<file path="src/rtl/switch_debounce_pkg.sv">
`default_nettype none
// ============================================================================
// Module      : switch_debounce_pkg
// Description : Shared constants and width helper for the switch debouncer.
// Revision    : 1.0 - initial release
// ============================================================================
package switch_debounce_pkg;

    localparam int unsigned c_sys_clk_freq          = 30_000_000;
    // One debounce tick per millisecond of system clock.
    localparam int unsigned c_debounce_tick_cycles  = c_sys_clk_freq / 1000;
    localparam int unsigned c_debounce_stable_ticks = 10;
    localparam int unsigned c_sw_debounce_width     = 16;

    // Bits needed to hold 0..max_val; never less than one bit.
    function automatic int unsigned cnt_width(input int unsigned max_val);
        return (max_val < 1) ? 1 : $clog2(max_val + 1);
    endfunction

endpackage
`default_nettype wire

</file>
<file path="src/rtl/switch_debounce_chan.sv">
`default_nettype none
// ============================================================================
// Module      : switch_debounce_chan
// Description : One debounce channel: stability counter, level and edge flops.
// Revision    : 1.0 - initial release
// ============================================================================
module switch_debounce_chan #(
    parameter int unsigned STABLE_TICKS = 10,
    parameter int unsigned CNT_W        = 4,
    parameter logic        RESET_VALUE  = 1'b0
) (
    input  logic clk_i,
    input  logic rst_ni,
    input  logic sync_i,
    input  logic tick_i,
    input  logic bypass_i,
    output logic stable_o,
    output logic rise_o,
    output logic fall_o,
    output logic edge_nxt_o
);

    localparam logic [CNT_W-1:0] c_cnt_last = CNT_W'(STABLE_TICKS - 1);

    logic [CNT_W-1:0] r_cnt;
    logic [CNT_W-1:0] w_cnt_nxt;
    logic             r_stable;
    logic             w_stable_nxt;
    logic             r_rise;
    logic             r_fall;
    logic             w_rise_nxt;
    logic             w_fall_nxt;

    // Any cycle of agreement clears the count, so short glitches never accumulate.
    always_comb begin
        w_cnt_nxt    = r_cnt;
        w_stable_nxt = r_stable;
        if (bypass_i) begin
            w_cnt_nxt    = '0;
            w_stable_nxt = sync_i;
        end else if (sync_i == r_stable) begin
            w_cnt_nxt = '0;
        end else if (tick_i) begin
            if (r_cnt == c_cnt_last) begin
                w_stable_nxt = sync_i;
                w_cnt_nxt    = '0;
            end else begin
                w_cnt_nxt = r_cnt + CNT_W'(1);
            end
        end
    end

    assign w_rise_nxt = w_stable_nxt & ~r_stable;
    assign w_fall_nxt = ~w_stable_nxt & r_stable;

    always_ff @(posedge clk_i or negedge rst_ni) begin
        if (!rst_ni) begin
            r_cnt    <= '0;
            r_stable <= RESET_VALUE;
            r_rise   <= 1'b0;
            r_fall   <= 1'b0;
        end else begin
            r_cnt    <= w_cnt_nxt;
            r_stable <= w_stable_nxt;
            r_rise   <= w_rise_nxt;
            r_fall   <= w_fall_nxt;
        end
    end

    assign stable_o   = r_stable;
    assign rise_o     = r_rise;
    assign fall_o     = r_fall;
    assign edge_nxt_o = w_rise_nxt | w_fall_nxt;

endmodule
`default_nettype wire

</file>
<file path="src/rtl/switch_debounce.sv">
`default_nettype none
// ============================================================================
// Module      : switch_debounce
// Description : Synchronises and debounces switch inputs with edge pulses.
// Revision    : 1.0 - initial release
// ============================================================================
module switch_debounce
    import switch_debounce_pkg::*;
#(
    parameter int unsigned      WIDTH        = c_sw_debounce_width,
    parameter int unsigned      TICK_CYCLES  = c_debounce_tick_cycles,
    parameter int unsigned      STABLE_TICKS = c_debounce_stable_ticks,
    parameter logic [WIDTH-1:0] RESET_VALUE  = '0
) (
    input  logic             clk_i,
    input  logic             rst_ni,
    input  logic [WIDTH-1:0] sw_i,
    input  logic             bypass_i,
    output logic [WIDTH-1:0] stable_o,
    output logic [WIDTH-1:0] rise_o,
    output logic [WIDTH-1:0] fall_o,
    output logic             event_o
);

    localparam int unsigned              c_cnt_w      = cnt_width(STABLE_TICKS);
    localparam int unsigned              c_presc_w    = cnt_width(TICK_CYCLES - 1);
    localparam logic [c_presc_w-1:0]     c_presc_last = c_presc_w'(TICK_CYCLES - 1);

    if (TICK_CYCLES == 0) begin : g_bad_tick_cycles
        $error("switch_debounce: TICK_CYCLES must be at least 1");
    end
    if ((STABLE_TICKS == 0) || (STABLE_TICKS > 255)) begin : g_bad_stable_ticks
        $error("switch_debounce: STABLE_TICKS must be within 1..255");
    end

    logic [WIDTH-1:0]     r_sync_q1;
    logic [WIDTH-1:0]     r_sync;
    logic [c_presc_w-1:0] r_presc;
    logic                 w_tick;
    logic [WIDTH-1:0]     w_edge_nxt;
    logic                 r_event;

    always_ff @(posedge clk_i or negedge rst_ni) begin
        if (!rst_ni) begin
            r_sync_q1 <= RESET_VALUE;
            r_sync    <= RESET_VALUE;
        end else begin
            r_sync_q1 <= sw_i;
            r_sync    <= r_sync_q1;
        end
    end

    // With a single-cycle tick period the counter stays at 0 and ticks every cycle.
    assign w_tick = (r_presc == c_presc_last);

    always_ff @(posedge clk_i or negedge rst_ni) begin
        if (!rst_ni) begin
            r_presc <= '0;
        end else if (w_tick) begin
            r_presc <= '0;
        end else begin
            r_presc <= r_presc + c_presc_w'(1);
        end
    end

    for (genvar gi = 0; gi < WIDTH; gi++) begin : g_chan
        switch_debounce_chan #(
            .STABLE_TICKS (STABLE_TICKS),
            .CNT_W        (c_cnt_w),
            .RESET_VALUE  (RESET_VALUE[gi])
        ) u_chan (
            .clk_i      (clk_i),
            .rst_ni     (rst_ni),
            .sync_i     (r_sync[gi]),
            .tick_i     (w_tick),
            .bypass_i   (bypass_i),
            .stable_o   (stable_o[gi]),
            .rise_o     (rise_o[gi]),
            .fall_o     (fall_o[gi]),
            .edge_nxt_o (w_edge_nxt[gi])
        );
    end

    always_ff @(posedge clk_i or negedge rst_ni) begin
        if (!rst_ni) begin
            r_event <= 1'b0;
        end else begin
            r_event <= |w_edge_nxt;
        end
    end

    assign event_o = r_event;

endmodule
`default_nettype wire
</file>
<file path="config.mk">
export PLATFORM = sky130hd
export DESIGN_NAME = switch_debounce
export DESIGN_NICKNAME = d
export VERILOG_FILES = /design/src/rtl/switch_debounce_pkg.sv /design/src/rtl/switch_debounce_chan.sv /design/src/rtl/switch_debounce.sv
export SDC_FILE = /design/constraint.sdc
export NUM_CORES = 1
export LEC_CHECK = 0
export CORE_MARGIN = 5
export CORE_UTILIZATION = 60
export DETAILED_ROUTE_END_ITERATION = 16
export HOLD_SLACK_MARGIN = 0.12
export PLACE_DENSITY = 0.9
export SETUP_SLACK_MARGIN = 0.15
export SYNTH_ARGS = -nofsm -noshare
export SYNTH_HDL_FRONTEND = slang
export SYNTH_SLANG_ARGS = --single-unit
</file>
<file path="constraint.sdc">
create_clock -name clk_i -period 5.2 [get_ports clk_i]
set_input_delay 1.56 -clock clk_i [delete_from_list [all_inputs] [get_ports clk_i]]
set_output_delay 1.56 -clock clk_i [all_outputs]
set_load 0.05 [all_outputs]
</file>
-- Yosys cells after proc, flatten, opt, wreduce, memory -nomap -nowiden
Index checks and enable logic that the tools add are counted.
- muxes and demuxes: 129
- reduce and logical (&&, ||, !) cells: 17
- add/subtract/negate cells: 17
- equality and inequality tests: 33
- bitwise logic cells: 80
- operator list (cell ; number):
    $mux W4 ; 64
    $add A4 B1 Y4 const B ; 16
    $eq A4 B4 Y1 const B ; 16
    $mux W1 ; 64
    $reduce_bool A3 Y1 ; 16
    $and A1 B1 Y1 ; 32
    $not A1 Y1 ; 32
    $eq A1 B1 Y1 ; 16
    $or A1 B1 Y1 ; 16
    $reduce_or A16 Y1 ; 1
    $add A15 B1 Y15 const B ; 1
    $eq A15 B15 Y1 const B ; 1
    $mux W15 ; 1
- output and inout port bits: 49
- word-level logic and storage cells: 344
- register bits: 160
- input port bits: 19

-- Logic depth before layout (Yosys ltp)
Gate-level depths: netlist (run 1).
- word-level depth: 9
- gate-level depth with buffers: 9
- depth with buffers taken out: 9

-- Modules after synthesis
From an unflattened synthesis (run 1), not the netlist that was laid out.
- cell total of the unflattened synthesis: 652
- area, all modules: 7592.3 um^2
- by module, submodules not included (module ; cells each ; sequential area each (um^2) ; instances ; area an instance (um^2)):
    switch_debounce_chan ; 34 ; 175.2 ; 16 ; 374.1
    switch_debounce ; 108 ; 1201.2 ; 1 ; 1606.5

-- Least setup slack after synthesis (run 1)
OpenSTA, ideal clock, no wires.
- path kind: input to register
- from: input bypass_i
- to: register r_event (netlist: event_o)
- path slack: 1.729 ns
- required time: 5.061 ns
- arrival time: 3.332 ns
- setup time: 0.139 ns
- stages on the path: 7
- path buffers: 2
- cells stage by stage: clkbuf_1 > clkbuf_1 > a21oi_1 > mux2_2 > ha_1 > nand4_1 > or4_1
- longest elaborated chain between the ends: 5
- elaborated cells on any way between the ends: 81
- classes of those cells: mux: 16; bitwise: 64; reduce/logical: 1
- ends and longest elaborated chain (element ; RTL line ; source):
    start, declared ; switch_debounce.sv:18 ; input logic bypass_i,
    $mux W1 * ; switch_debounce_chan.sv:38 ; if (bypass_i) begin
    named net g_chan[13].u_chan.w_stable_nxt ; switch_debounce_chan.sv:28 ; logic w_stable_nxt;
    $not A1 Y1 ; switch_debounce_chan.sv:54 ; assign w_fall_nxt = ~w_stable_nxt & r_stable;
    $and A1 B1 Y1 ; switch_debounce_chan.sv:54 ;
    $or A1 B1 Y1 * ; switch_debounce_chan.sv:73 ; assign edge_nxt_o = w_rise_nxt | w_fall_nxt;
    $reduce_or A16 Y1 * ; switch_debounce.sv:88 ; r_event <= |w_edge_nxt;
    end signal, assigned ; switch_debounce.sv:88 ;
    end, declared ; switch_debounce.sv:41 ; logic r_event;
Mark *: on every way through the listed nets, which the timed path passes. The rest lies on a longest branch.
A chain may end at the register's enable or synchronous reset.

-- Final worst setup path (run 1)
- from: input bypass_i
- to: register r_event (netlist: event_o)
- longest elaborated chain between the ends: 5
- elaborated cells on any way between the ends: 81
- classes of those cells: mux: 16; bitwise: 64; reduce/logical: 1
- ends and longest elaborated chain (element ; RTL line):
    $mux W1 * ; switch_debounce_chan.sv:38
    named net g_chan[0].u_chan.w_stable_nxt ; switch_debounce_chan.sv:28
    $not A1 Y1 ; switch_debounce_chan.sv:54
    $and A1 B1 Y1 ; switch_debounce_chan.sv:54
    $or A1 B1 Y1 * ; switch_debounce_chan.sv:73
    $reduce_or A16 Y1 * ; switch_debounce.sv:88
Marked as above.

==> results of run 1 <==
-- synth_stat cells, types with 14 or more instances --
master / instances
dfrtp_1: 160
nand2_1: 73
ha_1: 65
a21oi_1: 64
buf_4: 50
inv_1: 49
or3_1: 34
nor2_1: 23
a31oi_1: 22
xor2_1: 20
mux2i_1: 18
o21ai_0: 17
mux2_2: 16
nand2b_1: 15
clkbuf_1: 14
-- worst register-to-register path, delay by kind of cell (launching register included) --
family / cells / cell delay (ns)
AO/OA/AOI/OAI: 1 / 0.29
multiplexers: 1 / 0.37
flip-flops: 1 / 0.41
adder cells (fa/ha/maj): 2 / 0.55
AND/OR/NAND/NOR: 4 / 1.87
-- sequential cells by signal, summed over array words and instances (netlist names) --
register and cells:
r_sync 16, r_presc 15, g_chan.u_chan.stable_o 16, r_sync_q1 16
g_chan.u_chan.r_cnt 64, g_chan.u_chan.fall_o 16, g_chan.u_chan.rise_o 16, event_o 1
-- power groups by stage --
stage / logic (mW) / clock network, mW / registers (mW)
4_1_cts: 0.390 / 1.47 / 1.34
2_1_floorplan: 0.288 / 0 / 1.35
3_3_place_gp: 0.372 / 0 / 1.36
6_report: 0.386 / 1.46 / 1.34
5_1_grt: 0.410 / 1.52 / 1.35
3_5_place_dp: 0.384 / 0 / 1.36
-- logic make-up (layout without fill, tap and decap cells) --
| group | count (synthesis) | after routing | share of synthesized area |
|---|---|---|---|
| AOI/OAI and AO/OA | 118 | 118 | 0.0843 |
| xor gates and xnor gates | 27 | 27 | 0.0297 |
| adders and majority gates | 65 | 65 | 0.102 |
| buffers and inverters | 117 | 153 | 0.0801 |
| DFF | 160 | 160 | 0.503 |
| muxes | 34 | 34 | 0.0453 |
| and+or+nand+nor | 216 | 216 | 0.155 |
-- layer usage --
layer  global-route usage  routed length (um)  vias up
li1                     -                   -     2549
met1                0.269                6950     2768
met2                0.393                8980      169
met3               0.0614                 784       43
met4               0.0899                 427        0
met5                    0                   0        -
-- how the worst max path moves through the flow --
stage / startpoint / to / slack [ns] / cells past startpoint
global placement: bypass_i / event_o / 0.81 / 7
detailed placement: bypass_i / event_o / 0.75 / 7
global route: bypass_i / event_o / 0.98 / 7
finish: bypass_i / event_o / 1.09 / 7
floorplan: bypass_i / event_o / 1.73 / 7
CTS: bypass_i / event_o / 1.11 / 7
-- cell type report --
class / count / area [um^2] / area share
sequential: 160 / 4000 / 0.439
multi-input combinational: 460 / 3320 / 0.363
timing repair buffer: 72 / 709 / 0.0777
clock buffer: 22 / 494 / 0.0541
tap: 176 / 220 / 0.0241
clock inverter: 10 / 203 / 0.0222
inverter: 49 / 184 / 0.0201
-- per-stage QoR --
stage	power [mW]	setup slack, ns
3_5_place_dp	1.74	0.749
2_1_floorplan	1.63	1.73
3_3_place_gp	1.73	0.809
4_1_cts	3.20	1.11
5_1_grt	3.28	0.978
6_report	3.19	1.09
-- cell usage in the layout (no fill, tap or decap), types with 18 or more instances in the layout --
cell,instances
a21oi_1,64
a31oi_1,22
clkdlybuf4s50_1,66
dfrtp_1,160
ha_1,65
inv_1,49
mux2i_1,18
nand2_1,73
nor2_1,23
or3_1,34
xor2_1,20
==> impl_metrics.tcl, run 1 <==
set metrics [dict create \
    status "finished, final reports clean" \
    h-tree-depth 4 \
    fin_cells 949 \
    postCtsSetupRepairBufs 0 \
    grt_pass1_wl_um 28700 \
    finalCritPeriodShare 0.790 \
    rsz0062_at_grt "false" \
    clock_latency_ns 0.43 \
    via_per_inst 5.83 \
    grt_max_degree 118 \
    utilization 0.695 \
    timing.final.crit_period_ns 4.11 \
    synth_cells 737 \
    intPower_mw 2.39 \
    worstPathMaxFanout 19 \
    fp.dieW_um 125 \
    path_class "primary input to flop" \
    slowest_delay_ns 0.83 \
    first_global_vias 5878 \
    pwr_density_cell_nw_per_um2 349 \
    drive_above_1_share 0.0815 \
    hpwl_um 10800 \
    path_buf_inv 2 \
    finalSetupViolations 0 \
    ys_async_sr_fraction 1.00 \
    cts_tree "done" \
    cts_root_buffer "clkbuf_16" \
    dp_cells 917 \
    dpl_cell_area_um2 8430 \
    synth_top_area_frac 0.503 \
    cap_violations 0 \
    cp-start-kind "primary input" \
    syn_nets 821 \
    antenna_found_initial 0 \
    min_from "r_sync_q1[4]" \
    port_buffers 67 \
    num_io_pins 68 \
    fp.coreArea_um2 13100 \
    synth_cell_type_count 42 \
    cts.repair.resized 0 \
    drc 0 \
    yosysSeqAreaShare 0.503 \
    critPathCaptureType "flop" \
    track_usage 0.226 \
    min_path_type "flop to flop" \
    die_area_um2 15700 \
    insertedDiodeCount 0 \
    wl_per_cell_um 18.1 \
    drt_iter0_drc 364 \
    finalHoldViolations 0 \
    wirelength_um 17100 \
    fmax_ghz 0.244 \
    n_fill_cell 889 \
    yosys.area.top_type "dfrtp_1" \
    firstDrtPassIters 4 \
    final_area_um2 9130 \
    slew_headroom 0.319 \
    synth-warning-count 0 \
    via_count 5529 \
    drv_slew 0 \
    gp_routability_congestion 0.788 \
    ys_ff_latch 160 \
    r2r_end "event_o" \
    cp_cell_sequence "clkdlybuf4s50_1, buf_4, a21oi_1, mux2_2, ha_1, nand4_1, or4_1" \
    cts_buffer_depth 2 \
    synth_ff_type "dfrtp_1" \
    power.share.sequential 0.421 \
    min_path_cells 0 \
    finClkSkew_ns 0.00621 \
    r2r_setup_slack_ns 1.57 \
    worstPathArrival_ns 4.40 \
    setup_tns_ns 0 \
    clk_pin_slew_worst_paths_ns 0.06 \
    start_util 0.606 \
    timing.rr.start "r_presc[0]" \
    p_sw_frac 0.251 \
    syn_area_um2 7960 \
    pwr-share-clk 0.458 \
    timing.hold.ws_ns 0.355 \
    combPwrFrac 0.121 \
    grt_overflow 0 \
    worst_pin_slew_ns 1.02 \
    syn_avg_cell_area_um2 10.8 \
    row_count 42 \
    hold-path-endpoint "r_sync[4]" \
    postCtsHoldBufs 0 \
    required_ns 5.49 \
    synth_area_leaders "dfrtp_1, ha_1, buf_4, a21oi_1, nand2_1" \
    die_h_um 125 \
    clock_sinks 160 \
    p_leak_nw 3.96 \
    critPathTopFamily "buffers and inverters" \
    vdd_ir_drop_max_mv 0.254 \
    critPathSlowestCell "clkdlybuf4s50_1" \
    layout.nets 844 \
    synth_edf_count 0 \
    drtAntennaViolNets 0 \
    cts_buffers 17 \
    ff2ff_path_depth 8 \
    p_sw_mw 0.799 \
    syn2layout_area_growth_pct 14.8 \
]
Power figures use the tool's default switching activity.
==> run 2, diff against run 1 <==
--- a/config.mk
+++ b/config.mk
@@ -6,10 +6,10 @@
 export NUM_CORES = 1
 export LEC_CHECK = 0
 export CORE_MARGIN = 5
-export CORE_UTILIZATION = 60
+export CORE_UTILIZATION = 58
 export DETAILED_ROUTE_END_ITERATION = 16
 export HOLD_SLACK_MARGIN = 0.12
-export PLACE_DENSITY = 0.9
+export PLACE_DENSITY = 0.88
 export SETUP_SLACK_MARGIN = 0.15
 export SYNTH_ARGS = -nofsm -noshare
 export SYNTH_HDL_FRONTEND = slang
==> constraint.sdc (replaced) <==
create_clock -name clk_i -period 4.19 [get_ports clk_i]
set_input_delay 1.257 -clock clk_i [delete_from_list [all_inputs] [get_ports clk_i]]
set_output_delay 1.257 -clock clk_i [all_outputs]
set_load 0.05 [all_outputs]
==> impl_metrics.tcl, run 2 (synthesis gave the netlist of run 1 again) <==
set metrics [dict create \
    status "finished, final reports clean" \
    cts_buffer_depth 2 \
    track_usage 0.232 \
    setup_tns_ns 0 \
    grt_max_degree 89 \
    gp_routability_congestion 0.757 \
    drv_slew 0 \
    postCtsHoldBufs 0 \
    drt_iter0_drc 489 \
    worstPathMaxFanout 28 \
    cts_root_buffer "clkbuf_16" \
    hpwl_um 10800 \
    p_sw_frac 0.260 \
    intPower_mw 2.80 \
    pwr_density_cell_nw_per_um2 416 \
    cts_tree "done" \
    dp_cells 919 \
    ff2ff_path_depth 8 \
    h-tree-depth 4 \
    cts_buffers 17 \
    timing.rr.start "r_presc[0]" \
    vdd_ir_drop_max_mv 0.289 \
    fp.coreArea_um2 13300 \
    startpoint "r_presc[0]" \
    die_h_um 127 \
    finalSetupViolations 0 \
    final_cell_mix "dfrtp_1, nand2_1, clkdlybuf4s50_1" \
    firstDrtPassIters 6 \
    grt_overflow 0 \
    finalHoldViolations 0 \
    worstPathArrival_ns 3.87 \
    finalCritPeriodShare 0.854 \
    largest_reg_flops 64 \
    clock_latency_ns 0.43 \
    min_from "r_sync_q1[15]" \
    fin_cells 951 \
    finClkSkew_ns 0.00629 \
    power.share.sequential 0.439 \
    wl_per_cell_um 18.8 \
    via_count 5665 \
    grt_pass1_wl_um 30300 \
    cp-start-kind "flop" \
    r2r_end "event_o" \
    clock_sinks 160 \
    required_ns 4.48 \
    p_leak_nw 3.93 \
    top_register "g_chan.u_chan.r_cnt" \
    fmax_ghz 0.279 \
    antenna_found_initial 0 \
    cts.repair.resized 0 \
    start_util 0.596 \
    wirelength_um 17900 \
    path_class "flop to flop" \
    critPathCaptureType "flop" \
    drive_above_1_share 0.0787 \
    drc 0 \
    slew_headroom 0.232 \
    combPwrFrac 0.127 \
    timing.final.crit_period_ns 3.58 \
    first_global_vias 6038 \
    p_sw_mw 0.983 \
    crit_end "event_o" \
    syn2layout_area_growth_pct 14.4 \
    final_common_cell "dfrtp_1" \
    row_count 42 \
    r2r_setup_slack_ns 0.61 \
    rsz0062_at_grt "false" \
    postCtsSetupRepairBufs 0 \
    via_per_inst 5.96 \
    pwr-share-clk 0.434 \
    min_path_type "flop to flop" \
    num_io_pins 68 \
    die_area_um2 16200 \
    cap_violations 0 \
    port_buffers 67 \
    drtAntennaViolNets 0 \
    worst_pin_slew_ns 1.15 \
    clk_pin_slew_worst_paths_ns 0.06 \
    fp.dieW_um 127 \
    layout.nets 846 \
    insertedDiodeCount 0 \
]
run 2: changes by cell type in the layout (fill, tap and decap cells not counted):
cell / delta
clkinv_4: +1
clkinv_2: -2
bufinv_16: -2
buf_12: +2
clkbuf_1: +4
clkinvlp_4: +2
clkbuf_8: -3
run 2: worst min-delay path by stage:
stage	cells past startpoint	end	slack, ns
final	0	r_sync[15]	0.35
after global routing	0	r_sync[15]	0.36
after CTS	0	r_sync[15]	0.35
after detailed placement	0	r_sync[15]	0.33
after global placement	0	r_sync[11]	0.33
after floorplan	0	r_sync[0]	0.33
run 2: area by class of cell:
| class | instances | area (um^2) |
|---|---|---|
| Multi-Input combinational cell | 460 | 3320 |
| Timing Repair Buffer | 74 | 749 |
| Fill cell | 889 | 4250 |
| Sequential cell | 160 | 4000 |
| Clock inverter | 9 | 156 |
| Clock buffer | 23 | 468 |
| Inverter | 49 | 184 |
| Tap cell | 176 | 220 |
run 2: worst max-delay path, cell delays in order, from the launching register on:
cell and delay, ns:
dfrtp_1 0.46, ha_1 0.30, and4_1 0.31, and4_2 0.73
a21oi_1 0.25, mux2_2 0.35, ha_1 0.28, nand4_1 0.19
or4_1 0.57
run 2: power groups by stage:
stage	Clock [mW]	Sequential [mW]	Combinational [mW]
2_1_floorplan	0	1.67	0.358
3_3_place_gp	0	1.68	0.469
3_5_place_dp	0	1.69	0.477
4_1_cts	1.65	1.66	0.486
5_1_grt	1.72	1.67	0.514
6_report	1.64	1.66	0.481
run 2: per-layer routing:
metal  vias up  share of wire  track usage
met2       210           0.51        0.395
met5         -              0            0
li1       2560              -            -
met4         0          0.036        0.101
met1      2824           0.41        0.282
met3        71          0.049       0.0568
run 2: stage by stage:
stage | setup WS, ns | hold slack [ns] | util | total power, mW | cell area (um^2)
after global routing | 0.529 | 0.359 | 0.682 | 3.90 | 9100
after detailed placement | 0.440 | 0.335 | 0.635 | 2.16 | 8470
final | 0.610 | 0.347 | 0.682 | 3.78 | 9100
after global placement | 0.488 | 0.333 | 0.635 | 2.15 | 8470
after floorplan | 1.02 | 0.331 | - | 2.03 | 7960
after CTS | 0.689 | 0.349 | 0.682 | 3.80 | 9100
